File: config.mk
export PLATFORM = sky130hd
export DESIGN_NAME = voter_session
export DESIGN_NICKNAME = d
export VERILOG_FILES = /design/src/rtl/voter_pkg.sv /design/src/rtl/voter_popcount.sv /design/src/rtl/voter_session.sv
export SDC_FILE = /design/constraint.sdc
export NUM_CORES = 1
export LEC_CHECK = 0
export ABC_CLOCK_PERIOD_IN_PS = 2660
export BUFFER_PORTS_ARGS = -buffer_cell sky130_fd_sc_hd__buf_4
export CORE_UTILIZATION = 49
export CTS_CLUSTER_DIAMETER = 100
export CTS_CLUSTER_SIZE = 12
export DETAILED_ROUTE_END_ITERATION = 10
export PLACE_DENSITY = 0.81
export SYNTH_ARGS = -nofsm -noshare
export SYNTH_HDL_FRONTEND = slang
export SYNTH_SLANG_ARGS = --single-unit
File: constraint.sdc
create_clock -name clk -period 2.66 [get_ports clk]
set_clock_uncertainty 0.15 [all_clocks]
set_input_delay 0.399 -clock clk [delete_from_list [all_inputs] [get_ports clk]]
set_output_delay 0.399 -clock clk [all_outputs]
set_load 0.03 [all_outputs]
File: src/rtl/voter_pkg.sv
// Shared definitions for the voter_session block: state encoding, result class
// bit positions and the yes-count classification helper.
package voter_pkg;

  typedef enum logic [1:0] {
    VS_IDLE   = 2'd0,
    VS_OPEN   = 2'd1,
    VS_TALLY  = 2'd2,
    VS_RESULT = 2'd3
  } voter_state_e;

  localparam logic [1:0] ST_IDLE   = VS_IDLE;
  localparam logic [1:0] ST_OPEN   = VS_OPEN;
  localparam logic [1:0] ST_TALLY  = VS_TALLY;
  localparam logic [1:0] ST_RESULT = VS_RESULT;

  localparam int CLS_REJECT = 2;
  localparam int CLS_SPLIT  = 1;
  localparam int CLS_PASS   = 0;

  // REJECT wins over PASS, so the result is one-hot even for odd thresholds.
  function automatic logic [2:0] classify(input int cnt, input int low_max,
                                          input int high_min);
    logic [2:0] c;
    c = '0;
    if (cnt <= low_max)       c[CLS_REJECT] = 1'b1;
    else if (cnt >= high_min) c[CLS_PASS]   = 1'b1;
    else                      c[CLS_SPLIT]  = 1'b1;
    return c;
  endfunction

endpackage

File: src/rtl/voter_popcount.sv
// Combinational population count of a W-bit vector.
module voter_popcount #(
  parameter int W  = 4,
  parameter int CW = $clog2(W + 1)
) (
  input  logic [W-1:0]  bits_i,
  output logic [CW-1:0] cnt_o
);

  always_comb begin
    cnt_o = '0;
    for (int i = 0; i < W; i++) begin
      cnt_o = cnt_o + CW'(bits_i[i]);
    end
  end

endmodule

File: src/rtl/voter_session.sv
// Voting session controller: opens a session, records first ballots, tallies
// and holds a classified result. Optional OPEN timeout under VOTER_TIMEOUT_EN.
//
// state     | meaning
// IDLE      | waiting for start
// OPEN      | collecting ballots
// TALLY     | one-cycle count and classification
// RESULT    | result held until accepted
module voter_session
  import voter_pkg::*;
#(
  parameter int N_VOTERS       = 4,
  parameter int LOW_MAX        = 1,
  parameter int HIGH_MIN       = 3,
  parameter int TIMEOUT_CYCLES = 255,
  parameter int CW             = $clog2(N_VOTERS + 1)
) (
  input  logic                clk,
  input  logic                rst,
  input  logic                start,
  input  logic                close,
  input  logic [N_VOTERS-1:0] vote_valid,
  input  logic [N_VOTERS-1:0] vote_yes,
  output logic [N_VOTERS-1:0] voted,
  output logic                busy,
  output logic                res_valid,
  input  logic                res_ready,
  output logic [2:0]          res_class,
  output logic [CW-1:0]       yes_cnt,
  output logic                timed_out
);

  if (N_VOTERS < 2 || N_VOTERS > 32) begin : g_bad_n
    $error("voter_session: N_VOTERS out of range");
  end
  if (LOW_MAX < 0 || LOW_MAX >= HIGH_MIN || HIGH_MIN > N_VOTERS) begin : g_bad_thr
    $error("voter_session: thresholds must satisfy LOW_MAX < HIGH_MIN <= N_VOTERS");
  end
  if (TIMEOUT_CYCLES < 1) begin : g_bad_tmo
    $error("voter_session: TIMEOUT_CYCLES must be at least 1");
  end

  logic [1:0]          state_q, state_d;
  logic [N_VOTERS-1:0] voted_q, voted_d;
  logic [N_VOTERS-1:0] ballot_q, ballot_d;
  logic [N_VOTERS-1:0] new_votes, voted_open;
  logic [CW-1:0]       tally;
  logic [CW-1:0]       cnt_q, cnt_d;
  logic [2:0]          cls_q, cls_d;
  logic                leave_req;
  logic                tmo_fire;

  // Only voters without a recorded ballot may vote; the closing cycle still counts.
  assign new_votes  = vote_valid & ~voted_q;
  assign voted_open = voted_q | new_votes;
  assign leave_req  = close | (&voted_open);

  voter_popcount #(.W(N_VOTERS), .CW(CW)) u_popcount (
    .bits_i (ballot_q),
    .cnt_o  (tally)
  );

  always_comb begin
    state_d  = state_q;
    voted_d  = voted_q;
    ballot_d = ballot_q;
    cnt_d    = cnt_q;
    cls_d    = cls_q;
    case (state_q)
      ST_IDLE: begin
        if (start) begin
          state_d  = ST_OPEN;
          voted_d  = '0;
          ballot_d = '0;
        end
      end
      ST_OPEN: begin
        voted_d  = voted_open;
        ballot_d = ballot_q | (new_votes & vote_yes);
        if (leave_req || tmo_fire) state_d = ST_TALLY;
      end
      ST_TALLY: begin
        cnt_d   = tally;
        cls_d   = classify(int'(tally), LOW_MAX, HIGH_MIN);
        state_d = ST_RESULT;
      end
      ST_RESULT: begin
        if (res_ready) begin
          state_d = ST_IDLE;
          cnt_d   = '0;
          cls_d   = '0;
        end
      end
      default: state_d = ST_IDLE;
    endcase
  end

  always_ff @(posedge clk or posedge rst) begin
    if (rst) begin
      state_q  <= ST_IDLE;
      voted_q  <= '0;
      ballot_q <= '0;
      cnt_q    <= '0;
      cls_q    <= '0;
    end else begin
      state_q  <= state_d;
      voted_q  <= voted_d;
      ballot_q <= ballot_d;
      cnt_q    <= cnt_d;
      cls_q    <= cls_d;
    end
  end

`ifdef VOTER_TIMEOUT_EN
  localparam int TW = $clog2(TIMEOUT_CYCLES + 1);

  logic [TW-1:0] tmr_q, tmr_d;
  logic          tmo_q, tmo_d;

  // Down-counter loaded on start; terminal count marks the last allowed OPEN cycle.
  assign tmo_fire = (state_q == ST_OPEN) && (tmr_q == '0);

  always_comb begin
    tmr_d = tmr_q;
    tmo_d = tmo_q;
    if (state_q == ST_IDLE && start) begin
      tmr_d = TW'(TIMEOUT_CYCLES - 1);
      tmo_d = 1'b0;
    end else if (state_q == ST_OPEN) begin
      if (tmr_q != '0) tmr_d = tmr_q - TW'(1);
      if (tmo_fire && !leave_req) tmo_d = 1'b1;
    end
  end

  always_ff @(posedge clk or posedge rst) begin
    if (rst) begin
      tmr_q <= '0;
      tmo_q <= 1'b0;
    end else begin
      tmr_q <= tmr_d;
      tmo_q <= tmo_d;
    end
  end

  assign timed_out = res_valid & tmo_q;
`else
  assign tmo_fire  = 1'b0;
  assign timed_out = 1'b0;
`endif

  assign voted     = voted_q;
  assign busy      = (state_q != ST_IDLE);
  assign res_valid = (state_q == ST_RESULT);
  assign res_class = cls_q;
  assign yes_cnt   = cnt_q;

endmodule

==> impl_metrics.json <==
{
  "outcome": "complete, no violations",
  "overflow": 0,
  "path_max_fanout": 2,
  "wl_per_cell_um": 12.1,
  "numCtsBuffers": 3,
  "multi_input_area_um2": 423,
  "worst_setup_path_end_kind": "register",
  "finalSetupTns_ns": 0,
  "internal_power_uw": 717,
  "critical-path-slowest-cell": "dfrtp_1",
  "path_buf_inv": 2,
  "worst_slew_pin_slew_ns": 0.605,
  "timing.fmax_mhz": 507,
  "maxCapViolCount": 0,
  "clockPowerShare": 0.095,
  "cp.arrival_ns": 2.05,
  "synth-seq-cells": 16,
  "seqPwrFrac": 0.306,
  "timing.final.crit_share": 0.742,
  "worstPathCellList": "ha_1 -> inv_1 -> fa_1 -> inv_1 -> ha_1 -> nor2_1 -> a21oi_1 -> a22o_1",
  "clkLatencyLatePin_ns": 0.28,
  "syn_to_final_growth_pct": 24.3,
  "drt_iter0_drc": 9,
  "cts_tree": "yes",
  "vias": 656,
  "yosysUniqueCellTypes": 25,
  "path_class": "register to register",
  "synthCells": 80,
  "holdCritPathClass": "input pin to async pin",
  "die-width_um": 44.6,
  "grt_pass1_vias": 614,
  "portBuffers": 24,
  "n_fill_cell": 141,
  "cts_resized": 0,
  "track_usage": 0.190,
  "wl_mm": 1.57,
  "seqCellArea_um2": 400,
  "wl_met3_um": 68,
  "syn_nets": 102,
  "ys_warn_count": 0,
  "n_antenna_cell": 0,
  "pin_count": 26,
  "relSlewSlack": 0.596,
  "drt-met1-wl_um": 707,
  "vias_per_cell": 5.05,
  "start_util": 0.519,
  "h-tree-depth": 1,
  "cts_hold_buffers": 0,
  "synth_seq_area_share": 0.451,
  "hpwlAfterDp_mm": 1.26,
  "worstPathRequired_ns": 2.73,
  "drc": 0,
  "hold_viol": 0,
  "globalplace.congestion": 0.818,
  "routed-wl-met2_um": 758,
  "drive_gt1_frac": 0.371,
  "ir_drop_mv": 0.931,
  "rsz0062_at_grt": "no",
  "fin_crit_ns": 1.97,
  "swShare": 0.457,
  "fp-row-count": 15,
  "synthesis.area_per_instance_um2": 11.1,
  "power.density_nw_per_um2": 1200,
  "cpPeakStageDelay_ns": 0.40,
  "top_layer": "met4",
  "p_sw_uw": 604,
  "cts_root_buf": "clkbuf_4",
  "layout.nets": 129,
  "first_pass_iters": 4,
  "crit_path_start_kind": "register",
  "clkSinkCount": 16,
  "grt_max_degree": 17,
  "instances_no_fill": 130,
  "clkTransAtPathRegs_ns": 0.09,
  "finalSetupViolCount": 0,
  "maxSlewViolCount": 0,
  "placedCellCount": 127,
  "syn-cell-area_um2": 887,
  "antenna_left": 0,
  "postCtsSetupBuffers": 0,
  "final_cell_mix": "buf_4 (24), dfrtp_1 (16), inv_1 (12)",
  "grt_pass1_wl_mm": 2.64,
  "antenna_found_initial": 0,
  "core_area_um2": 1710,
  "final_common_cell": "buf_4",
  "comb_power_share": 0.600,
  "die-area_um2": 1980,
  "p_leak_uw": 0.000559,
  "die_h_um": 44.6,
  "clk_path_buf_depth": 2,
  "crit_family": "adder cells"
}
==> path summary, 6_finish.rpt <==
| path | startpoint | endpoint | cells past startpoint | slack, ns |
|---|---|---|---|---|
| worst min register to register | yes_cnt[0]$_DFFE_PP0P_ | yes_cnt[0]$_DFFE_PP0P_ | 2 | 0.33 |
| worst min-delay path | rst | res_class[2]$_DFFE_PP0P_ | 2 | 0.03 |
| worst max-delay path | ballot_q[0]$_DFFE_PP0P_ | res_class[1]$_DFFE_PP0P_ | 8 | 0.69 |
| worst max register to register | ballot_q[0]$_DFFE_PP0P_ | res_class[1]$_DFFE_PP0P_ | 8 | 0.69 |
| min in group clk | vote_valid[3] | voted[3]$_DFFE_PP0P_ | 3 | 0.22 |
| max in group asynchronous | rst | ballot_q[2]$_DFFE_PP0P_ | 2 | 1.94 |
==> worst reg2reg max path: cells and delay by family, from the launching register on <==
| family | cells | cell delay, ns |
|---|---|---|
| adders and majority gates | 3 | 0.83 |
| AOI/OAI and AO/OA | 2 | 0.34 |
| and+or+nand+nor | 1 | 0.06 |
| buffers and inverters | 2 | 0.14 |
| DFF | 1 | 0.40 |
==> cells by family (layout without fill, tap and decap cells) <==
logic type,after synthesis,in the layout,share of synthesized area
compound gates,19,19,0.158
fa+ha+maj,9,9,0.135
buf+inv,14,39,0.0719
flops,16,16,0.451
mux,4,4,0.0564
other cells,1,1,0.00423
simple gates,17,17,0.123
==> synthesized netlist by cell type <==
library cell,n,area share
dfrtp_1,16,0.45
inv_1,12,0.051
ha_1,8,0.11
a21oi_1,5,0.028
nor2_2,5,0.035
a22o_1,4,0.039
nand2_1,3,0.013
nor2_1,3,0.013
a21oi_2,2,0.020
a41oi_1,2,0.020
mux2_4,2,0.034
mux2i_1,2,0.023
nand4b_1,2,0.020
nor2b_1,2,0.014
o22ai_1,2,0.014
buf_4,1,0.0085
buf_6,1,0.013
conb_1,1,0.0042
fa_1,1,0.023
nor2_4,1,0.013
nor2b_4,1,0.016
o21ai_0,1,0.0056
o21ai_1,1,0.0056
o221ai_2,1,0.017
o31ai_1,1,0.0085
==> layout make-up <==
| cell class | instances | share of cell area |
|---|---|---|
| Multi-Input combinational cell | 50 | 0.384 |
| Sequential cell | 16 | 0.363 |
| Timing Repair Buffer | 24 | 0.163 |
| Inverter | 12 | 0.0409 |
| Tap cell | 25 | 0.0284 |
| Clock buffer | 3 | 0.0204 |
==> metrics by stage <==
stage | hold WS [ns] | setup slack, ns | util | total power [µW] | area (µm²)
global placement | 0.316 | 0.754 | 0.632 | 1180 | 1080
detailed placement | 0.324 | 0.694 | 0.632 | 1210 | 1080
global route | 0.0942 | 0.560 | 0.645 | 1420 | 1100
finish | 0.0296 | 0.687 | 0.645 | 1320 | 1100
CTS | 0.0603 | 0.678 | 0.645 | 1330 | 1100
floorplan | 0.163 | 0.799 | - | 1010 | 887
==> layer usage <==
| layer | vias to the layer above | GRT usage |
|---|---|---|
| met5 | - | 0 |
| met3 | 4 | 0.0367 |
| met1 | 310 | 0.240 |
| li1 | 319 | - |
| met4 | 0 | 0.109 |
| met2 | 23 | 0.303 |
==> sequential cells by signal, indices dropped and copies added, names as in the netlist <==
name / count
voted: 4
res_class: 3
state_q: 2
yes_cnt: 3
ballot_q: 4
==> power groups by stage <==
stage,clock [µW],sequential [µW],combinational (µW)
4_1_cts,128,406,799
2_1_floorplan,0,502,507
3_3_place_gp,0,404,776
3_5_place_dp,0,409,800
5_1_grt,134,418,870
6_report,125,404,792
(Power assumes the default switching activity.)
